==> src/rtl/cronometro_pkg.sv <==
// Shared types and defaults for the stopwatch control front end.
package cronometro_pkg;

  typedef enum logic [1:0] {
    IDLE  = 2'd0,
    RUN   = 2'd1,
    PAUSE = 2'd2,
    LAP   = 2'd3
  } state_t;

  localparam int DEFAULT_DEBOUNCE     = 20;
  localparam int DEFAULT_CLEAR_CYCLES = 2;

  // States in which the downstream counter keeps running
  function automatic logic is_counting(input state_t s);
    return (s == RUN) || (s == LAP);
  endfunction

endpackage

==> src/rtl/debouncer.sv <==
// Button conditioning: 2-flop synchroniser, debounce counter and a one-cycle
// press pulse on each rising edge of the debounced level.
module debouncer #(
  parameter int DEBOUNCE = 20
) (
  input  logic NEclk,
  input  logic Nreset,
  input  logic raw,
  output logic level,
  output logic press
);

  localparam int CNT_W = $clog2(DEBOUNCE + 1);

  logic             sync_p0;
  logic             sync_p1;
  logic             level_p2;
  logic [CNT_W-1:0] cnt;

  // Bring the asynchronous button into the NEclk domain
  always_ff @(negedge NEclk or negedge Nreset) begin
    if (!Nreset) begin
      sync_p0 <= 1'b0;
      sync_p1 <= 1'b0;
    end else begin
      sync_p0 <= raw;
      sync_p1 <= sync_p0;
    end
  end

  // Flip the level only after DEBOUNCE consecutive differing samples
  always_ff @(negedge NEclk or negedge Nreset) begin
    if (!Nreset) begin
      cnt   <= '0;
      level <= 1'b0;
    end else if (sync_p1 == level) begin
      cnt <= '0;
    end else if (cnt == CNT_W'(DEBOUNCE - 1)) begin
      cnt   <= '0;
      level <= ~level;
    end else begin
      cnt <= cnt + CNT_W'(1);
    end
  end

  // Registered rise detector; releases produce nothing
  always_ff @(negedge NEclk or negedge Nreset) begin
    if (!Nreset) begin
      level_p2 <= 1'b0;
      press    <= 1'b0;
    end else begin
      level_p2 <= level;
      press    <= level & ~level_p2;
    end
  end

endmodule

==> src/rtl/control_cronometro.sv <==
// Stopwatch control: conditions the start/stop and lap/reset buttons and runs
// the IDLE/RUN/PAUSE/LAP machine that drives the counter enable, the timed
// counter clear and the display lap-hold flag.
module control_cronometro
  import cronometro_pkg::*;
#(
  parameter int DEBOUNCE     = DEFAULT_DEBOUNCE,
  parameter int CLEAR_CYCLES = DEFAULT_CLEAR_CYCLES
) (
  input  logic       NEclk,
  input  logic       Nreset,
  input  logic       btn_start_stop,
  input  logic       btn_lap_reset,
  output logic       Enable,
  output logic       Nclear,
  output logic       lap_hold,
  output logic [1:0] state
);

  localparam int CLR_W = (CLEAR_CYCLES > 0) ? $clog2(CLEAR_CYCLES + 1) : 1;

  logic             ss_level;
  logic             ss_press;
  logic             lr_level;
  logic             lr_press;
  logic             ss_evt;
  logic             lr_evt;
  logic             load_clr;
  logic [CLR_W-1:0] clr_cnt;
  state_t           state_q;
  state_t           nxt;

  debouncer #(.DEBOUNCE(DEBOUNCE)) u_db_ss (
    .NEclk  (NEclk),
    .Nreset (Nreset),
    .raw    (btn_start_stop),
    .level  (ss_level),
    .press  (ss_press)
  );

  debouncer #(.DEBOUNCE(DEBOUNCE)) u_db_lr (
    .NEclk  (NEclk),
    .Nreset (Nreset),
    .raw    (btn_lap_reset),
    .level  (lr_level),
    .press  (lr_press)
  );

  // Press events are only honoured while the button is still held and no clear is in progress
  assign ss_evt = ss_press & ss_level & Nclear;
  assign lr_evt = lr_press & lr_level & Nclear;

  // Next-state decode; start/stop wins over lap/reset on a tie
  always_comb begin
    nxt      = state_q;
    load_clr = 1'b0;
    case (state_q)
      IDLE: begin
        if (ss_evt) nxt = RUN;
      end
      RUN: begin
        if (ss_evt)      nxt = PAUSE;
        else if (lr_evt) nxt = LAP;
      end
      LAP: begin
        if (ss_evt)      nxt = PAUSE;
        else if (lr_evt) nxt = RUN;
      end
      PAUSE: begin
        if (ss_evt) begin
          nxt = RUN;
        end else if (lr_evt) begin
          nxt      = IDLE;
          load_clr = 1'b1;
        end
      end
      default: nxt = IDLE;
    endcase
  end

  // State register with outputs decoded from the next state so they move together
  always_ff @(negedge NEclk or negedge Nreset) begin
    if (!Nreset) begin
      state_q  <= IDLE;
      Enable   <= 1'b0;
      lap_hold <= 1'b0;
    end else begin
      state_q  <= nxt;
      Enable   <= is_counting(nxt);
      lap_hold <= (nxt == LAP);
    end
  end

  // Clear timer: Nclear stays low while the counter is non-zero
  always_ff @(negedge NEclk or negedge Nreset) begin
    if (!Nreset) begin
      clr_cnt <= CLR_W'(CLEAR_CYCLES);
      Nclear  <= 1'b0;
    end else if (load_clr) begin
      clr_cnt <= CLR_W'(CLEAR_CYCLES);
      Nclear  <= (CLEAR_CYCLES == 0);
    end else if (clr_cnt != '0) begin
      clr_cnt <= clr_cnt - CLR_W'(1);
      Nclear  <= (clr_cnt == CLR_W'(1));
    end else begin
      Nclear  <= 1'b1;
    end
  end

  assign state = state_q;

endmodule

==> config.mk <==
export PLATFORM = sky130hd
export DESIGN_NAME = control_cronometro
export DESIGN_NICKNAME = d
export VERILOG_FILES = /design/src/rtl/cronometro_pkg.sv /design/src/rtl/debouncer.sv /design/src/rtl/control_cronometro.sv
export SDC_FILE = /design/constraint.sdc
export NUM_CORES = 1
export LEC_CHECK = 0
export CAP_MARGIN = 20
export CORE_UTILIZATION = 30
export DETAILED_ROUTE_END_ITERATION = 8
export DONT_BUFFER_PORTS = 1
export GPL_TIMING_DRIVEN = 0
export PLACE_DENSITY = 0.43
export SLEW_MARGIN = 20
export SYNTH_ARGS = -nofsm -noshare
export SYNTH_HDL_FRONTEND = slang
export SYNTH_SLANG_ARGS = --single-unit
export TNS_END_PERCENT = 10
==> constraint.sdc <==
create_clock -name NEclk -period 2.2 [get_ports NEclk]
set_input_delay 0.44 -clock NEclk [delete_from_list [all_inputs] [get_ports NEclk]]
set_output_delay 0.44 -clock NEclk [all_outputs]
set_load 0.1 [all_outputs]
### After elaboration in Yosys (flattened, before gate mapping)

Cells that the tools add are included.

| storage, ports and cells | value |
|---|---|
| register bits | 27 |
| latch bits | 0 |
| RAM bits | 0 |
| ROM bits | 0 |
| output and inout port bits | 5 |
| word-level logic and storage cells | 67 |
| memories kept | 0 |

| cells by class | value |
|---|---|
| add/sub/neg operators | 3 |
| multipliers | 0 |
| divide/modulo/power cells | 0 |
| $lt $le $gt $ge | 0 |
| equal/unequal tests | 10 |
| shift-type cells | 0 |
| multiplexer cells | 19 |
| bitwise logic cells | 12 |
| reductions and logical operators | 6 |

Operators with widths:

| kind | count |
|---|---|
| $mux W5 | 4 |
| $mux W2 | 9 |
| $add A5 B1 Y5 const B | 2 |
| $eq A5 B5 Y1 const B | 2 |
| $pmux W2 S4 | 1 |
| $and A1 B1 Y1 | 6 |
| $eq A2 B1 Y1 const B | 3 |
| $eq A2 B2 Y1 const B | 3 |
| $not A1 Y1 | 6 |
| $mux W1 | 5 |
| $reduce_and A2 Y1 | 2 |
| $reduce_bool A2 Y1 | 2 |
| $eq A1 B1 Y1 | 2 |
| $logic_not A2 Y1 | 1 |
| $sub A2 B1 Y2 const B | 1 |
| $logic_or A1 B1 Y1 | 1 |

### Longest topological paths before layout

Gate-level depths: netlist (run 1).

| depth | value |
|---|---|
| depth in word-level cells | 7 |
| gate-level depth with buffers | 4 |

### Hierarchy

A second synthesis (run 1) with hierarchy kept.

| second synthesis, totals | value |
|---|---|
| cell total of the unflattened synthesis | 80 |
| area, all modules | 1076.0 um^2 |

Modules (own cells, without submodules):

| module | times used | cells each | area an instance (um^2) | sequential area each (um^2) |
|---|---|---|---|---|
| debouncer | 2 | 27 | 375.4 | 250.2 |
| control_cronometro | 1 | 26 | 325.3 | 176.4 |

==> summary.md, run 1 <==
| Metric | Value |
|---|---|
| DRC | `0` |
| Reg clk slew, reported paths | `approximately 0.1 ns` |
| Vias in the first global route | `around 570` |
| Largest net degree at the start of global routing | `28` |
| Initial antenna violation count | `0` |
| CTS root buf | `clkbuf_4` |
| Leakage | `around 0.00054 uW` |
| CP Launch Type | `register` |
| Post-route setup TNS | `-3.55 ns` |
| GP Congestion | `0.706` |
| WL/cell | `between 10 and 15 um` |
| Post-synthesis sequential area ratio | `around 62%` |
| Comb power frac | `under 10%` |
| Max rail drop VDD | `about 0.00029 V` |
| H-tree Lvls | `1` |
| Layout Cells excl Fill | `130` |
| Setup WS post-layout | `-0.773 ns` |
| Grt total ovfl | `0` |
| Switching power | `167 uW` |
| Gr usage total | `8.81%` |
| Clock share of power | `29.0%` |
| Drt pass-1 iters | `3` |
| Worst EP arrival | `between 2 and 3 ns` |
| Share of the synthesized area in the top cell type | `59.8%` |
| Core Box Area | `between 0.003 and 0.004 mm2` |
| Via/cell ratio | `~4.3` |
| Final ANT Viol Nets | `0` |
| First-pass GRT wire length | `about 2.6 mm` |
| Final core utilization | `34.4%` |
| Hold_sp | `u_db_ss.sync_p0` |
| Cells after Synth | `80` |
| Synth Cell Area | `0.00109 mm2` |
| RSZ-0062 raised after global routing | `yes` |
| Final Hold Viols | `0` |
| Power Density | `approximately 650 mW/mm2` |
| Pwr Total | `roughly 760 uW` |
| # nets final | `93` |
| FF-to-FF path depth | `3` |
| Die extent in x | `~62 um` |
| Hold Path Stages | `0` |
| Failing checks | `setup timing` |
| Number of port buffers | `0` |
| CTS tree | `done` |
| Fin Clk Skew | `between 0.06 and 0.07 ns` |
| Sequential Power Share | `68.5%` |
| Most common cell after layout, fill and taps aside | `dfrtn_1` |
| FF+latch area | `677 um2` |
| Max-slew headroom | `about 30%` |
| Rows | `21` |
| Number of synthesized register bits | `27` |
| Worst Max-Slew Pin Slew | `approximately 1.0 ns` |
| Iteration-0 DRC Markers | `12` |
| Warnings, synthesis | `0` |
| WL final | `about 1.4 mm` |
| Area leader, netlist | `dfrtn_1` |
| Top cells by area, synth | `dfrtn_1, xnor2_1, ha_1` |
| # diodes | `0` |
| Crit Path Max Fanout | `5` |
| # IOs | `9` |
| Die area | `about 0.0039 mm2` |
| Initial Util | `a little under a third` |
| Setup Viol. Count Final | `5` |
| Status | `finished with violations` |
| Max-slew violations | `0` |
| Clock Latency Late Sink | `0.38 ns` |
| Sw Share | `21.9%` |
| Internal power | `approximately 600 uW` |
| Via count | `approximately 560` |
| Fillers | `about 370` |
| CP startpoint | `state[1]` |
| CP Class | `reg -> out` |
| Max clock buf depth | `2` |
| CTS Sinks | `27` |
| Dpl cells | `approximately 130` |
| Cts bufs inserted | `3` |
| Max cap viols | `0` |
| Worst Setup End Kind | `primary output` |
| Min-Delay Path Class | `reg -> reg` |
| Fraction of layout cells with a size suffix above 1 | `between 10% and 20%` |
| Multi-input gate area | `about 400 um2` |
| Die H | `slightly above 60 um` |
| Net Count, Synth | `just under 90` |
| Post-detail-place hpwl | `995 um` |
| Layout area overhead | `7.93%` |
| Worst R2R Start | `Nclear` |
| Post-synthesis cell type count | `22` |
| CP Data Required Time | `approximately 1.8 ns` |
| Avg Cell Area, Syn | `roughly 14 um2` |
| Most frequent cells in the layout | `dfrtn_1, xnor2_1, nor2_1` |
| Critical path depth in cells | `0` |
==> worst reg2reg max path: stages, from the launching register on <==
cell	delay (ns)
dfrtn_1	1.07
nand3_2	0.23
nand4bb_4	0.30
and2_4	0.18
==> logic make-up after synthesis <==
logic type               count (synthesis)  synth area share [%]
flip-flops                              27                  62.2
XOR/XNOR                                12                  9.66
AO/OA/AOI/OAI                            5                  4.37
buffers and inverters                    3                  1.03
multiplexers                             3                  3.10
AND/OR/NAND/NOR                         26                  15.1
adder cells (fa/ha/maj)                  4                  4.60
==> worst paths after layout <==
kind / slack [ns] / to
max in group asynchronous: 1.17 / clr_cnt[1]
max: -0.77 / state[1]
min reg2reg: 0.30 / u_db_ss.sync_p1
max reg2reg: 0.29 / clr_cnt[0]
min in group asynchronous: 0.78 / Enable
min: 0.30 / u_db_ss.sync_p1
==> stage by stage <==
step                      hold slack (ns)  cell area [um2]  worst slack, ns
after floorplan                     0.292             1090           -0.397
after global placement              0.296             1150           -0.426
after detailed placement            0.296             1150           -0.423
after CTS                           0.299             1170           -0.798
after global routing                0.317             1170           -0.828
final                               0.298             1170           -0.773
==> registers in the layout (all words and copies together), names as in the netlist, 2 cells and up <==
name and count:
clr_cnt 2, u_db_ss.cnt 5, u_db_lr.cnt 5, state 2
==> cell usage after synthesis <==
cell        n
nand2_1     3
a32o_1      1
nand3_2     2
and2_4      1
nor2b_1     2
nand3_1     4
inv_1       3
nand4bb_4   1
nor2_1      6
and3_1      1
and2_1      4
nor3_1      2
o21ai_0     1
xnor2_1     8
o21a_1      1
dfstp_2     1
xor2_1      4
ha_1        4
dfrtn_1    26
mux2_2      1
o31ai_2     2
mux2_1      2
==> layout make-up <==
class / instances / area share [%]
multi-input combinational: 50 / 34.1
tap: 46 / 4.90
clock inverter: 2 / 0.852
clock buffer: 3 / 1.92
sequential: 27 / 57.6
inverter: 2 / 0.639
==> metal layers <==
| metal | vias up | wire [um] | track usage (%) |
|---|---|---|---|
| li1 | 272 | - | - |
| met1 | 270 | 648 | 9.71 |
| met2 | 11 | 670 | 15.1 |
| met3 | 2 | 68 | 4.04 |
| met4 | 0 | 13 | 2.62 |
| met5 | - | 0 | 0 |
==> what timing repair did <==
item,in CTS,in global routing
hold buffers,0,0
cloned,0,0
setup endpoints to repair,5,5
resized for setup,0,0
endpoints found under the hold margin,0,0
pin swaps,0,0
setup buffers,0,0
==> power by group through the flow <==
stage | clock, uW | sequential (uW) | combinational [uW]
6_report | 221 | 523 | 18.9
5_1_grt | 258 | 525 | 23.8
4_1_cts | 244 | 523 | 19.8
3_5_place_dp | 5.69 | 532 | 19.7
3_3_place_gp | 5.69 | 531 | 18.9
2_1_floorplan | 5.69 | 529 | 16.4
(Power assumes the default switching activity.)
==> run 2: changes to the inputs <==
--- a/config.mk
+++ b/config.mk
@@ -6,11 +6,13 @@
 export NUM_CORES = 1
 export LEC_CHECK = 0
 export CAP_MARGIN = 20
+export CORE_MARGIN = 2
 export CORE_UTILIZATION = 30
 export DETAILED_ROUTE_END_ITERATION = 8
 export DONT_BUFFER_PORTS = 1
 export GPL_TIMING_DRIVEN = 0
-export PLACE_DENSITY = 0.43
+export MAX_ROUTING_LAYER = met4
+export PLACE_DENSITY = 0.41
 export SLEW_MARGIN = 20
 export SYNTH_ARGS = -nofsm -noshare
 export SYNTH_HDL_FRONTEND = slang
==> run 2 against run 1 <==
Effect of this change:
- the flow still finishes with violations (setup timing)
- non-clock buffer count did not move
- sequential power barely moved
- final area fell by 0.21%
- routed wire length rose by 4.4%
- combinational power rose by 3%
- critical path depth did not move
- count of clock-buffer cells in the layout did not move
- clock skew rose by 0.0011 ns
- hold slack barely moved
- critical endpoint unchanged
- highest routed layer unchanged
==> summary.md, run 2 (synthesized netlist as in run 1, its figures left out) <==
| Metric | Value |
|---|---|
| Die extent in x | `64.2 um (was 62.2 um)` |
| Via/cell ratio | `4.29 (was 4.27)` |
| Die area | `0.00413 mm2 (was 0.00387 mm2)` |
| CTS root buf | `clkbuf_4 (unchanged)` |
| CTS Sinks | `27 (unchanged)` |
| Worst Max-Slew Pin Slew | `1.05 ns (was 1.04 ns)` |
| RSZ-0062 raised after global routing | `yes (unchanged)` |
| Power Density | `644 mW/mm2 (was 649 mW/mm2)` |
| CTS tree | `done (unchanged)` |
| Post-CTS Setup Inserts | `0 (unchanged)` |
| WL final | `1.46 mm (was 1.40 mm)` |
| # diodes | `0 (unchanged)` |
| WL/cell | `11.2 um (was 10.8 um)` |
| # resized after CTS | `0 (unchanged)` |
| Drt pass-1 iters | `3 (unchanged)` |
| Initial Util | `31.9% (unchanged)` |
| CP Class | `reg -> out (unchanged)` |
| Final Hold Viols | `0 (unchanged)` |
| Hold buffers post-CTS | `0 (unchanged)` |
| Fillers | `343 (was 366)` |
| Post-place setup slack | `-0.430 ns (was -0.423 ns)` |
| Via count | `558 (was 555)` |
| Gr usage total | `8.68% (was 8.81%)` |
| Top flop regs | `u_db_lr.cnt: 5 flops, u_db_ss.cnt: 5 flops (unchanged)` |
| Crit Path Max Fanout | `5 (unchanged)` |
| Most frequent cells in the layout | `dfrtn_1, xnor2_1, nor2_1 (unchanged)` |
| Met2 Wirelength | `630 um (was 670 um)` |
| Layout area overhead | `7.70% (was 7.93%)` |
| Final Cell Area | `0.00117 mm2 (about the same)` |
| Max cap viols | `0 (unchanged)` |
| Vias in the first global route | `571 (was 574)` |
| CP Data Required Time | `1.76 ns (about the same)` |
| Number of port buffers | `0 (unchanged)` |
| First-pass GRT wire length | `2.64 mm (was 2.61 mm)` |
| CP Launch Type | `register (unchanged)` |
| Iteration-0 DRC Markers | `14 (was 12)` |
| Leakage | `0.000537 uW (was 0.000536 uW)` |
| Setup WS post-layout | `-0.770 ns (was -0.773 ns)` |
| Setup Viol. Count Final | `5 (unchanged)` |
| GP Congestion | `0.602 (was 0.706)` |
| Status | `finished with violations (unchanged)` |
| Top Layer Used | `met4 (unchanged)` |
| Max rail drop VDD | `0.000294 V (was 0.000289 V)` |
| Largest net degree at the start of global routing | `28 (unchanged)` |
| # IOs | `9 (unchanged)` |
| Min-Delay Path Class | `reg -> reg (unchanged)` |
| H-tree Lvls | `1 (unchanged)` |
| Grt total ovfl | `0 (unchanged)` |
| Max clock buf depth | `2 (unchanged)` |
| DRC | `0 (unchanged)` |
| Final ANT Viol Nets | `0 (unchanged)` |
| Met3 Wirelength | `82 um (was 68 um)` |
| Placed cell areas | `0.00115 mm2 (unchanged)` |
| Post-route setup TNS | `-3.54 ns (was -3.55 ns)` |
| Wl on met1 | `733 um (was 648 um)` |
| Clock Latency Late Sink | `0.37 ns (was 0.38 ns)` |
| Worst Setup End Kind | `primary output (unchanged)` |
| Initial antenna violation count | `0 (unchanged)` |
| Max-slew headroom | `30.0% (was 30.4%)` |
| Worst EP arrival | `2.53 ns (about the same)` |
| Max-slew violations | `0 (unchanged)` |
| # nets final | `93 (unchanged)` |
| Most common cell after layout, fill and taps aside | `dfrtn_1 (unchanged)` |
| Failing checks | `setup timing (unchanged)` |
| Rows | `21 (unchanged)` |
| Core Box Area | `0.00342 mm2 (unchanged)` |
| Reg clk slew, reported paths | `0.09 ns (was 0.10 ns)` |
| Fraction of layout cells with a size suffix above 1 | `13.1% (was 14.3%)` |
| Post-detail-place hpwl | `999 um (was 995 um)` |
| Fin Clk Skew | `0.0654 ns (was 0.0643 ns)` |
| Die H | `64.2 um (was 62.2 um)` |
| Cts bufs inserted | `3 (unchanged)` |
run 2: cell counts in the layout (fill, tap and decap cells not counted):
Identical to the previous run, type by type.
run 2: worst paths after layout:
kind / start / depth (start not counted) / end / slack [ns]
worst max-delay path: state[1] / 0 / state[1] / -0.77
worst min-delay path: u_db_ss.sync_p0 / 0 / u_db_ss.sync_p1 / 0.30
worst max register to register: Nclear / 3 / clr_cnt[0] / 0.28
worst min register to register: u_db_ss.sync_p0 / 0 / u_db_ss.sync_p1 / 0.30
max in group asynchronous: Nreset / 0 / clr_cnt[1] / 1.16
min in group asynchronous: Nreset / 0 / clr_cnt[0] / 0.79
run 2: per-layer routing:
metal  vias to the layer above  GRT usage [%]
met5                         -              -
met4                         0           2.39
met3                         2           4.40
met2                        14           12.9
met1                       269           10.4
li1                        273              -
run 2: per-stage QoR:
step           total power [uW]  cells  utilization, %  hold WS [ns]
3_3_place_gp                556    126            33.6         0.296
4_1_cts                     771    130            34.3         0.298
5_1_grt                     793    130            34.3         0.305
6_report                    756    130            34.3         0.298
2_1_floorplan               551     80               -         0.292
3_5_place_dp                557    126            33.6         0.296
run 2: cell type report:
type	instances	area [um2]	area share, %
flip-flops and latches	27	677	57.7
multi-input cells	50	400	34.2
well taps	46	57.6	4.91
clock buffers	3	22.5	1.92
clock inverters	2	7.51	0.640
inverters	2	7.51	0.640
run 2: report_power, final:
group | internal (uW) | switching (uW)
clock network | 68.7 | 145
logic | 10.1 | 9.38
registers | 513 | 9.91
==> run 3: changes to the inputs <==
--- a/config.mk
+++ b/config.mk
@@ -9,10 +9,9 @@
 export CORE_MARGIN = 2
 export CORE_UTILIZATION = 30
 export DETAILED_ROUTE_END_ITERATION = 8
-export DONT_BUFFER_PORTS = 1
 export GPL_TIMING_DRIVEN = 0
 export MAX_ROUTING_LAYER = met4
-export PLACE_DENSITY = 0.41
+export PLACE_DENSITY = 0.44
 export SLEW_MARGIN = 20
 export SYNTH_ARGS = -nofsm -noshare
 export SYNTH_HDL_FRONTEND = slang
==> run 3 against run 2 <==
Effect of this change:
- the run still ends with setup timing left
- sequential share of layout area shrank 6.7 points
- critical path type unchanged
- non-clock buffer count grew 12
- first-iteration DRC count grew to 2.9 times the previous value
- global-route usage grew 0.84 points
- largest cell class unchanged
- sequential power is essentially flat
==> summary.md, run 3 (synthesized netlist as in run 1, its figures left out) <==
| Metric | Value |
|---|---|
| Status | `finished with violations (unchanged)` |
| Failing checks | `setup timing (unchanged)` |
| Worst path cell trace | `buf_12` |
| Setup WS post-layout | `-0.317 ns (was -0.770 ns)` |
| Leakage | `0.000608 uW (was 0.000537 uW)` |
| Most common cell after layout, fill and taps aside | `dfrtn_1 (unchanged)` |
| Post-detail-place hpwl | `968 um (was 999 um)` |
| Via count | `599 (was 558)` |
| R2R Path End | `u_db_ss.level (was clr_cnt[0])` |
| Top flop regs | `u_db_lr.cnt: 5 flops, u_db_ss.cnt: 5 flops (unchanged)` |
| Setup Viol. Count Final | `5 (unchanged)` |
| Max cap viols | `0 (unchanged)` |
| Post-route setup TNS | `-1.50 ns (was -3.54 ns)` |
| CP Launch Type | `register (unchanged)` |
| Initial Util | `31.9% (unchanged)` |
| Worst R2R Start | `u_db_ss.cnt[0] (was Nclear)` |
| GP Congestion | `0.667 (was 0.602)` |
| # diodes | `0 (unchanged)` |
| First-pass GRT wire length | `2.81 mm (was 2.64 mm)` |
| Placed cell areas | `0.00122 mm2 (was 0.00115 mm2)` |
| CTS Sinks | `27 (unchanged)` |
| CTS tree | `done (unchanged)` |
| # nets final | `105 (was 93)` |
| Worst Max-Slew Pin Slew | `0.603 ns (was 1.05 ns)` |
| Gr usage total | `9.52% (was 8.68%)` |
| Dpl cells | `134 (was 126)` |
| Most frequent cells in the layout | `dfrtn_1, xnor2_1, nor2_1 (unchanged)` |
| Reg clk slew, reported paths | `0.09 ns (about the same)` |
| Slowest stage delay, CP | `0.48 ns` |
| H-tree Lvls | `1 (unchanged)` |
| Layout area overhead | `22.0% (was 7.70%)` |
| Layout Cells excl Fill | `142 (was 130)` |
| Post-place setup slack | `-1.02 ns (was -0.430 ns)` |
| Initial antenna violation count | `0 (unchanged)` |
| Final Hold Viols | `0 (unchanged)` |
| Max clock buf depth | `2 (unchanged)` |
| Via/cell ratio | `4.22 (was 4.29)` |
| Worst EP arrival | `2.08 ns (was 2.53 ns)` |
| CP top delay family | `flip-flops` |
| Hold_sp | `u_db_lr.sync_p0 (was u_db_ss.sync_p0)` |
| Die H | `64.2 um (unchanged)` |
| Final Cell Area | `0.00133 mm2 (was 0.00117 mm2)` |
| Rows | `21 (unchanged)` |
| Worst Setup End Kind | `primary output (unchanged)` |
| CP Class | `reg -> out (unchanged)` |
| Die area | `0.00413 mm2 (unchanged)` |
| FF-to-FF path depth | `4 (was 3)` |
| Iteration-0 DRC Markers | `40 (was 14)` |
| Critical path depth in cells | `1 (was 0)` |
| Largest net degree at the start of global routing | `28 (unchanged)` |
| RSZ-0062 raised after global routing | `yes (unchanged)` |
| Number of port buffers | `8 (was 0)` |
| DRC | `0 (unchanged)` |
| Max-slew violations | `0 (unchanged)` |
| CP Data Required Time | `1.76 ns (about the same)` |
| Die extent in x | `64.2 um (unchanged)` |
| Crit-path slowest cell | `dfrtn_1` |
| R2r setup slk | `0.78 ns (was 0.28 ns)` |
| Grt total ovfl | `0 (unchanged)` |
| Clock Latency Late Sink | `0.37 ns (about the same)` |
| Power Density | `582 mW/mm2 (was 644 mW/mm2)` |
| Fin Clk Skew | `0.0668 ns (was 0.0654 ns)` |
| Worst Path Buf+Inv | `1` |
| CP startpoint | `state[1] (unchanged)` |
| Max rail drop VDD | `0.000198 V (was 0.000294 V)` |
| Fraction of layout cells with a size suffix above 1 | `21.9% (was 13.1%)` |
| Max-slew headroom | `59.8% (was 30.0%)` |
| Pwr Total | `773 uW (was 756 uW)` |
| WL final | `1.54 mm (was 1.46 mm)` |
| Drt pass-1 iters | `4 (was 3)` |
| Cts bufs inserted | `3 (unchanged)` |
| Core Box Area | `0.00342 mm2 (unchanged)` |
| Fillers | `327 (was 343)` |
| Min-Delay Path Class | `reg -> reg (unchanged)` |
| Vias in the first global route | `624 (was 571)` |
| # IOs | `9 (unchanged)` |
| Crit Path Max Fanout | `2 (was 5)` |
| WL/cell | `10.9 um (was 11.2 um)` |
| Final ANT Viol Nets | `0 (unchanged)` |
| CTS root buf | `clkbuf_4 (unchanged)` |
| Crit path to | `state[1] (unchanged)` |
==> run 3: cell count changes in the layout (fill, tap and decap cells not counted), sizes merged <==
| cell | previous run | this run |
|---|---|---|
| buf | 0 | 10 |
| inv | 4 | 3 |
| clkdlybuf4s50 | 0 | 2 |
| clkbuf | 3 | 4 |
==> run 3: layout make-up <==
class / count / area, um2 / share of cell area (%)
Sequential cell: 27 / 677 / 51.0
Timing Repair Buffer: 12 / 155 / 11.7
Multi-Input combinational cell: 50 / 400 / 30.2
Clock inverter: 1 / 3.75 / 0.283
Tap cell: 46 / 57.6 / 4.34
Clock buffer: 4 / 26.3 / 1.98
Inverter: 2 / 7.51 / 0.566
==> run 3: worst min path at each step <==
stage                 endpoint  slack, ns  cells after the start
2_1_floorplan  u_db_lr.sync_p1       0.29                      0
4_1_cts        u_db_lr.sync_p1       0.30                      0
3_5_place_dp   u_db_lr.sync_p1       0.30                      0
5_1_grt        u_db_ss.sync_p1       0.31                      0
3_3_place_gp   u_db_ss.sync_p1       0.29                      0
6_report       u_db_lr.sync_p1       0.30                      0
==> run 3: layer usage <==
metal | track usage [%] | wire, um | vias up
met3 | 3.17 | 73 | 2
met1 | 10.4 | 699 | 291
li1 | - | - | 297
met5 | - | 0 | -
met4 | 5.59 | 18 | 0
met2 | 15.1 | 752 | 9
==> run 3: what timing repair did <==
action	in CTS	in global routing
hold buffers	0	0
setup buffers	3	1
setup endpoints to repair	5	5
gates resized for setup	45	0
gates cloned	0	0
==> run 3: through the flow <==
step | hold slack [ns] | util [%]
after CTS | 0.300 | 38.6
after global routing | 0.313 | 38.9
after floorplan | 0.292 | -
final | 0.297 | 38.9
after detailed placement | 0.297 | 35.8
after global placement | 0.293 | 35.9
==> run 3: where the power goes <==
group	internal [uW]	total [uW]	leakage, uW	switching, uW
Sequential	513	522	0.000354	9.62
Clock	73.2	218	0.0000203	145
Combinational	13.6	32.6	0.000234	19.0
Total	599	773	0.000608	173
